==> config.mk <==
export PLATFORM = sky130hd
export DESIGN_NAME = i2s_stereo_tx
export DESIGN_NICKNAME = d
export VERILOG_FILES = /design/src/rtl/i2s_stereo_tx.sv
export SDC_FILE = /design/constraint.sdc
export NUM_CORES = 1
export LEC_CHECK = 0
export ABC_AREA = 1
export CORE_ASPECT_RATIO = 0.7
export CORE_MARGIN = 3
export CORE_UTILIZATION = 41
export CTS_CLUSTER_DIAMETER = 100
export CTS_CLUSTER_SIZE = 8
export DETAILED_ROUTE_END_ITERATION = 8
export PLACE_DENSITY = 0.64
export SYNTH_ARGS = -nofsm -noshare
export SYNTH_HDL_FRONTEND = slang
export SYNTH_SLANG_ARGS = --single-unit
==> constraint.sdc <==
create_clock -name CLK -period 3.5 [get_ports CLK]
set_input_delay 0.7 -clock CLK [delete_from_list [all_inputs] [get_ports CLK]]
set_output_delay 0.7 -clock CLK [all_outputs]
set_load 0.02 [all_outputs]
==> src/rtl/i2s_stereo_tx.sv <==
// Stereo I2S / left-justified serial transmitter with a 1-deep sample holding buffer.
// BCLK is generated from CLK by a divider; LRCLK, DIN and BCLK all change on the same CLK edge.
module i2s_stereo_tx #(
  parameter int SAMPLE_WIDTH = 16,
  parameter int SLOT_WIDTH   = 32,
  parameter int CLK_DIV      = 4,
  parameter int JUSTIFY      = 0
) (
  input  logic                    CLK,
  input  logic                    RESET,
  input  logic [SAMPLE_WIDTH-1:0] SAMPLE_L,
  input  logic [SAMPLE_WIDTH-1:0] SAMPLE_R,
  input  logic                    SAMPLE_VALID,
  output logic                    SAMPLE_READY,
  input  logic                    MUTE,
  output logic                    UNDERRUN,
  output logic                    DAC_BCLK,
  output logic                    DAC_LRCLK,
  output logic                    DAC_DIN
);

  localparam int DIV_W = (CLK_DIV > 1) ? $clog2(CLK_DIV) : 1;
  localparam int BW    = $clog2(2 * SLOT_WIDTH);
  localparam int IW    = (SAMPLE_WIDTH > 1) ? $clog2(SAMPLE_WIDTH) : 1;
  localparam int LEAD  = (JUSTIFY == 0) ? 1 : 0;
  localparam logic [BW-1:0] LAST_BIT = BW'(2 * SLOT_WIDTH - 1);

  logic [DIV_W-1:0]        div_q, div_d;
  logic [BW-1:0]           bit_q, bit_d;
  logic                    bclk_q, bclk_d;
  logic                    lrclk_q, lrclk_d;
  logic                    din_q, din_d;
  logic                    ready_q, ready_d;
  logic                    underrun_q, underrun_d;
  logic                    hold_full_q, hold_full_d;
  logic [SAMPLE_WIDTH-1:0] hold_l_q, hold_l_d, hold_r_q, hold_r_d;
  logic [SAMPLE_WIDTH-1:0] act_l_q, act_l_d, act_r_q, act_r_d;

  logic                    tick_s, fall_s, load_s, accept_s, lr_s, bit_s;
  logic [SAMPLE_WIDTH-1:0] cur_s;
  logic [IW-1:0]           sel_s;
  int                      bc_s, pos_s, idx_s;

  // Next-state logic: divider, bit counter, handshake, frame load and serial bit select
  always_comb begin
    tick_s   = (div_q == DIV_W'(CLK_DIV - 1));
    fall_s   = tick_s & bclk_q;
    load_s   = fall_s & (bit_q == LAST_BIT);
    accept_s = SAMPLE_VALID & ready_q;

    div_d       = tick_s ? '0 : div_q + DIV_W'(1);
    bclk_d      = tick_s ? ~bclk_q : bclk_q;
    bit_d       = bit_q;
    act_l_d     = act_l_q;
    act_r_d     = act_r_q;
    hold_full_d = hold_full_q;
    hold_l_d    = hold_l_q;
    hold_r_d    = hold_r_q;

    if (fall_s) begin
      bit_d = load_s ? '0 : bit_q + BW'(1);
    end else begin
      bit_d = bit_q;
    end

    // Muted frames still drain the holding buffer so the producer keeps its rate
    if (load_s) begin
      hold_full_d = 1'b0;
      if (hold_full_q && !MUTE) begin
        act_l_d = hold_l_q;
        act_r_d = hold_r_q;
      end else begin
        act_l_d = '0;
        act_r_d = '0;
      end
    end else begin
      hold_full_d = hold_full_q;
    end

    if (accept_s) begin
      hold_full_d = 1'b1;
      hold_l_d    = SAMPLE_L;
      hold_r_d    = SAMPLE_R;
    end else begin
      hold_l_d    = hold_l_q;
      hold_r_d    = hold_r_q;
    end

    ready_d    = ~hold_full_d;
    underrun_d = load_s & ~hold_full_q;

    bc_s  = int'(bit_d);
    lr_s  = (bc_s >= SLOT_WIDTH);
    pos_s = lr_s ? bc_s - SLOT_WIDTH : bc_s;
    idx_s = pos_s - LEAD;
    cur_s = lr_s ? act_r_d : act_l_d;
    sel_s = IW'(SAMPLE_WIDTH - 1 - idx_s);

    // With full-width I2S slots the previous slot's LSB spills into position 0
    if (idx_s >= 0 && idx_s < SAMPLE_WIDTH) begin
      bit_s = cur_s[sel_s];
    end else if (LEAD == 1 && SLOT_WIDTH == SAMPLE_WIDTH && pos_s == 0) begin
      bit_s = lr_s ? act_l_q[0] : act_r_q[0];
    end else begin
      bit_s = 1'b0;
    end

    lrclk_d = fall_s ? lr_s  : lrclk_q;
    din_d   = fall_s ? bit_s : din_q;
  end

  // State registers with synchronous reset
  always_ff @(posedge CLK) begin
    if (RESET) begin
      div_q       <= '0;
      bit_q       <= LAST_BIT;
      bclk_q      <= 1'b0;
      lrclk_q     <= 1'b1;
      din_q       <= 1'b0;
      ready_q     <= 1'b0;
      underrun_q  <= 1'b0;
      hold_full_q <= 1'b0;
      hold_l_q    <= '0;
      hold_r_q    <= '0;
      act_l_q     <= '0;
      act_r_q     <= '0;
    end else begin
      div_q       <= div_d;
      bit_q       <= bit_d;
      bclk_q      <= bclk_d;
      lrclk_q     <= lrclk_d;
      din_q       <= din_d;
      ready_q     <= ready_d;
      underrun_q  <= underrun_d;
      hold_full_q <= hold_full_d;
      hold_l_q    <= hold_l_d;
      hold_r_q    <= hold_r_d;
      act_l_q     <= act_l_d;
      act_r_q     <= act_r_d;
    end
  end

  assign SAMPLE_READY = ready_q;
  assign UNDERRUN     = underrun_q;
  assign DAC_BCLK     = bclk_q;
  assign DAC_LRCLK    = lrclk_q;
  assign DAC_DIN      = din_q;

endmodule
==> flow_summary_export.csv <==
group,metric,value,unit
run,cap_viol_max_count,0,
logic_synthesis,ys_top_cells_by_area,"dfxtp_1 (42%), nand2_1 (12%), nand3_1 (8.2%)",
placed_design,pre_cts_ws,567,ps
logic_synthesis,synth_top_cell_area_share,42.1,%
die,io_pins,41,
grt,grtUsageTotal,17.4,%
logic_synthesis,yosys.area.top_type,"dfxtp_1",
clocking,cts_tree,"built",
clocking,htree_levels,3,
layout,final_net_count,613,
setup_path,critical-path-top-delay-family,"simple AND/OR/NAND/NOR gates",
grt,grt_pass1_vias,3050,
layout,drive_gt1_share,6.13,%
setup_path,cp_max_fo,25,
die,core_region_area,8620,um2
run_status,status,"completed",
routing,wire_per_inst,12.1,um
clocking,clkSinkCount,78,
timing,slew_headroom,62.9,%
setup_path,crit_start,"bit_q[0]",
setup_path,crit_path_cell_trace,"ha_1 -> nand2_1 -> nor2_4 -> nand2_2 -> nand3_1 -> ha_1 -> nand4_1 -> ha_1 -> nor4_1 -> nand4_1 -> nor4_1 -> nand2_1 -> nor2_1 -> nand3_1 -> nand2_1",
hold_path,hold_path_startpoint,"div_q[0]",
logic_synthesis,ys_warn_count,0,
logic_synthesis,synth.distinct_cells,29,
logic_synthesis,ys_seq_area_share,42.1,%
grt,antenna_found_initial,0,
die,rows,28,
die,die_w,120,um
clocking,root_buffer,"clkbuf_16",
grt,gr-total-overflow,0,
setup_path,worstPathArrival,3230,ps
setup_path,cp-end-kind,"register",
layout,area_growth,21.2,%
die,fp.dieH,85.5,um
routing,drc,0,
routing,drt_first_iter_violations,264,
clocking,postCtsSetupRepairBufs,0,
logic_synthesis,synthCells,532,
die,dieArea,10200,um2
clocking,clk_pin_slew,60,ps
clocking,cts-resized-gates,0,
timing,tns,0,ps
logic_synthesis,ys_ff_latch,78,
clocking,clk_latency,330,ps
timing,max_freq,338,MHz
power,power.leakage,1.92,nW
routing,via_per_inst,4.80,
timing,hold_violations,0,
hold_path,hp-class,"reg -> reg",
logic_synthesis,synth_edf_count,0,
timing,finalSetupViolations,0,
clocking,hold_buffers,0,
placed_design,place_hpwl,6060,um
timing,drv_slew,0,
setup_path,critical_path_buf_inv_count,0,
setup_path,crit_path_start_kind,"register",
clocking,clockBufferDepth,2,
power,peakVddDrop,0.270,mV
logic_synthesis,synth_ff_type,"dfxtp_1",
clocking,cts_made_buffers,9,
setup_path,crit_path_max_incr_delay,390,ps
logic_synthesis,synthArstFlopShare,0,%
timing,rsz0062_at_grt,"false",
setup_path,rrSetupSlack,540,ps
die,start_util,43.0,%
placed_design,gp_congestion,0.937,
timing,worstMarginPinSlew,556,ps
setup_path,critical-path-slowest-cell,"ha_1",
timing,skew,3.30,ps
layout,n_fill_cell,874,
placed_design,port_buffers,40,
routing,drt-total-wl,8330,um
routing,drt_pass1_iterations,4,
routing,vias,3320,
setup_path,required,3780,ps
power,power_density,456,nW/um2
logic_synthesis,syn-mean-instance-area,6.97,um2
setup_path,critPathKind,"reg -> reg",
setup_path,r2r_start,"bit_q[0]",
layout,diodes,0,
timing,finalCritPeriodShare,84.5,%
logic_synthesis,syn_area,3710,um2
timing,period_needed,2960,ps
grt,grt_pass1_wl,14500,um
grt,grt_max_degree,42,
routing,postRouteAntennaNets,0,
timing,setup_ws,544,ps
-- worst register-to-register path, delay by kind of cell (launching register included) --
family | cells | cell delay, ps
and+or+nand+nor | 12 | 1740
adders and majority gates | 3 | 850
DFF | 1 | 340
-- layer usage --
layer,vias to the layer above,track usage (%),share of wire [%]
li1,1776,-,-
met1,1481,25.3,53
met2,55,25.2,41
met3,8,5.01,4.4
met4,0,4.57,0.96
met5,-,0,0
-- flip-flops by register name, indices dropped and copies added, names as in the netlist --
register and count:
DAC_BCLK 1, hold_r_q 16, bit_q 6, act_r_q 16, SAMPLE_READY 1, hold_l_q 16, act_l_q 16, hold_full_q 1
UNDERRUN 1, div_q 2, DAC_DIN 1, DAC_LRCLK 1
-- cell usage after synthesis (3+ instances only) --
library cell  number
buf_2             10
nand2_1          114
nand2_2            4
nor3_1             3
dfxtp_1           78
nand4_1           15
nand3_1           61
inv_2              4
o21ai_0           36
nor2_1            72
ha_1              11
xor2_1             4
inv_1             46
clkbuf_1          16
o21ai_1            4
a21oi_1           36
-- power by group --
part,switching (mW),total (mW),internal [mW]
clock,0.355,0.945,0.590
combinational,0.0918,0.166,0.0745
sequential,0.0150,0.936,0.922
total,0.461,2.05,1.59
-- cell families after synthesis --
group	Yosys count	synth area share [%]
buffers and inverters	80	8.85
xor gates and xnor gates	4	0.945
AOI/OAI and AO/OA	80	11.1
DFF	78	42.1
adders and majority gates	11	3.71
muxes	1	0.270
other	1	0.101
and+or+nand+nor	277	32.9
-- through the flow --
step / instances / utilization [%] / power [mW] / hold slack (ps) / instance area [um2]
2_1_floorplan: 538 / - / 1.06 / 398 / 3730
3_3_place_gp: 675 / 48.5 / 1.12 / 406 / 4180
3_5_place_dp: 675 / 48.5 / 1.12 / 414 / 4180
4_1_cts: 691 / 52.1 / 2.07 / 422 / 4490
5_1_grt: 691 / 52.1 / 2.14 / 457 / 4490
6_report: 691 / 52.1 / 2.05 / 421 / 4490
-- cells in the final DEF (no fill, tap or decap), types with 2 or more instances in the layout --
cell,netlist,layout
nand2_1,114,114
dfxtp_1,78,78
nor2_1,72,72
nand3_1,61,61
inv_1,46,46
clkdlybuf4s50_1,0,40
o21ai_0,36,36
a21oi_1,36,36
nand4_1,15,15
ha_1,11,11
clkbuf_16,0,9
conb_1,1,7
buf_4,0,5
nand2_2,4,4
inv_2,4,4
xor2_1,4,4
o21ai_1,4,4
nor3_1,3,3
nor2_4,2,2
clkinv_1,2,2
o21ai_2,2,2
nor4_1,2,2
clkinv_2,0,2
clkbuf_8,0,2
-- final cells by class --
type	instances	area [um2]	share of cell area, %
multi-input cells	380	1840	40.9
clock buffers	11	253	5.63
inverters	52	195	4.34
well taps	120	150	3.34
flip-flops and latches	78	1560	34.8
repair buffers	45	438	9.75
clock inverters	5	56.3	1.25
-- final timing paths --
kind               to  cells after the start
max           DAC_DIN                     15
min          div_q[0]                      1
max reg2reg   DAC_DIN                     15
min reg2reg  div_q[0]                      1
(Power assumes the default switching activity.)
==> patch, RTL diff (same settings) <==
The parameter `SAMPLE_WIDTH` goes from 16 to 8.
--- a/src/rtl/i2s_stereo_tx.sv
+++ b/src/rtl/i2s_stereo_tx.sv
@@ -3,3 +3,3 @@
 module i2s_stereo_tx #(
-  parameter int SAMPLE_WIDTH = 16,
+  parameter int SAMPLE_WIDTH = 8,
   parameter int SLOT_WIDTH   = 32,
Interface: changed (resized SAMPLE_L and SAMPLE_R); port bits go from 41 to 25. The function was not compared with the original's and may differ.
==> patch against the unedited design <==
  * Synthesized area fell by 38%
  * Global-route usage fell by 0.77 points
  * Critical path depth rose by 6
  * Clock skew rose by 0.0086 ns
  * Design area fell by 38%
  * Sequential cell count fell by 32
  * Wire length fell by 40%
  * Synthesized cell count fell by 41%
  * Total power fell by 49%
  * Setup slack got worse by 0.12 ns
  * First-iteration DRC count fell by 54%
  * Highest routed layer unchanged
==> patch: results (changes against the unedited design) <==
| Metric | Value |
|---|---|
| Top routing layer in use | met4 |
| Post-DP HPWL | 3810 um (-37%) |
| Initial antenna violation count | 0 (unchanged) |
| Leakage power | 1.20 nW (-37%) |
| Vias per cell | 4.97 (+3.4%) |
| DR WL met3 | 273 um (-25%) |
| Switching power | 247 uW (-46%) |
| Avg WL per Cell | 12.0 um (-0.54%) |
| Global-route usage over all layers | 16.6% (-0.77 points) |
| Root buffer selected by CTS | clkbuf_8 |
| Largest net degree at the start of global routing | 26 (-38%) |
| Share of cells above drive strength 1 | 10.7% (+4.6 points) |
| Clk_lat worst skew | 0.31 ns (-0.02 ns) |
| Main area contributors after synthesis | dfxtp_1 (40%), nand2_1 (10%), nand3_1 (7.4%), nor2_1 (7.1%), ha_1 (7.0%) |
| Layout Skew | 0.0119 ns (+0.00860 ns) |
| M1 WL | 2670 um (-40%) |
| Top post-synthesis cells by count | nand2_1 (63), dfxtp_1 (46), nor2_1 (44) |
| Sequential area share after synthesis | 39.8% (-2.3 points) |
| Number of H-tree levels | 2 (-1) |
| First-pass GRT wire length | 8320 um (-43%) |
| First drt pass iteration count | 4 (unchanged) |
| GR Util met3 | 3.90% (-1.1 points) |
| Cell variety after synth | 31 (+6.9%) |
| Yosys warns | 0 (unchanged) |
| Worst IR Drop VDD | 0.165 mV (-39%) |
| Met2 wire length | 1990 um (-42%) |
| Max incr delay on CP | 0.36 ns (-0.03 ns) |
| PortBufs | 24 (-40%) |
| CTS max path bufs | 2 (unchanged) |
| GRT busiest layer | met1 |
| CP arrival | 3.28 ns (+0.05 ns) |
| Initial DRC Count | 122 (-54%) |
| Top_reg_cell synth | dfxtp_1 |
| Antenna Cells | 0 (unchanged) |
| Clock Pin Slew Worst Setup and Hold Paths | 0.09 ns (+0.03 ns) |
| Outcome | completed |
| Fin nets | 377 (-38%) |
| HP Class | reg -> reg |
| Met2 GRT Util | 23.5% (-1.7 points) |
| GPL Wtd Cong | 0.848 (-9.5%) |
| Asr flop ratio synth | 0% (unchanged) |
| Vias in the first global route | 1793 (-41%) |
| Crit-path max FO | 9 (-64%) |
| Pre-CTS setup slack | 0.422 ns (-0.146 ns) |
| Num CTS Buffers | 5 (-4) |
| Met1 usage | 24.2% (-1.2 points) |
| Slowest CP cell | dfxtp_1 |
| Filler cells | 523 (-40%) |
-- patch: cell count changes after synthesis, moves of 4 or more --
cell and change:
a21oi_1 -17, buf_2 -9, clkbuf_1 -8, dfxtp_1 -32
inv_1 -26, nand2_1 -51, nand3_1 -27, nand4_1 -10
nor2_1 -28, o21ai_0 -18, o21ai_1 -4
-- patch: what timing repair did --
item,4_1_cts,5_1_grt
endpoints found under the setup margin,0,1
resized for setup,0,3
setup buffers,0,0
-- patch: metrics by stage --
stage / util (%) / hold WS (ns) / total power, mW / instance area (um2) / cells
2_1_floorplan: - / 0.398 / 0.625 / 2340 / 320
3_3_place_gp: 49.5 / 0.407 / 0.665 / 2640 / 409
3_5_place_dp: 49.5 / 0.425 / 0.668 / 2640 / 409
4_1_cts: 51.6 / 0.441 / 1.06 / 2750 / 417
5_1_grt: 51.9 / 0.471 / 1.10 / 2770 / 417
6_report: 51.9 / 0.441 / 1.05 / 2770 / 417
-- patch: logic make-up (layout without fill, tap and decap cells) --
kind of cell | count (synthesis) | after routing | share of synthesized area [%]
muxes | 1 | 1 | 0.433
and+or+nand+nor | 171 | 171 | 35.0
adders and majority gates | 13 | 13 | 7.04
AOI/OAI and AO/OA | 42 | 42 | 9.85
xor gates and xnor gates | 3 | 3 | 1.14
DFF | 46 | 46 | 39.8
other | 1 | 9 | 0.162
buffers and inverters | 35 | 60 | 6.50
-- patch: power by group through the flow --
| stage | combinational, mW | sequential (mW) | clock (mW) |
|---|---|---|---|
| after global routing | 0.117 | 0.556 | 0.427 |
| after global placement | 0.100 | 0.565 | 0 |
| after floorplan | 0.0596 | 0.566 | 0 |
| after detailed placement | 0.102 | 0.566 | 0 |
| after CTS | 0.103 | 0.553 | 0.402 |
| final | 0.103 | 0.553 | 0.395 |
-- patch: critical path: cells and delay by family, from the launching register on --
family / cells / cell delay [ns]
compound gates: 1 / 0.10
fa+ha+maj: 4 / 0.93
buf+inv: 2 / 0.19
flops: 1 / 0.36
simple gates: 14 / 1.39
-- patch: final timing paths --
kind | to | startpoint | cells after the start | slack, ns
worst max-delay path | DAC_DIN | div_q[0] | 21 | 0.42
worst min-delay path | div_q[0] | div_q[0] | 1 | 0.44
worst max register to register | DAC_DIN | div_q[0] | 21 | 0.42
worst min register to register | div_q[0] | div_q[0] | 1 | 0.44
-- patch: layout make-up --
cell class | count | area [um2] | share of cell area [%]
Multi-Input combinational cell | 239 | 1290 | 46.4
Clock buffer | 6 | 72.6 | 2.62
Sequential cell | 46 | 921 | 33.2
Clock inverter | 2 | 37.5 | 1.36
Tap cell | 72 | 90.1 | 3.25
Inverter | 24 | 92.6 | 3.34
Timing Repair Buffer | 28 | 270 | 9.76
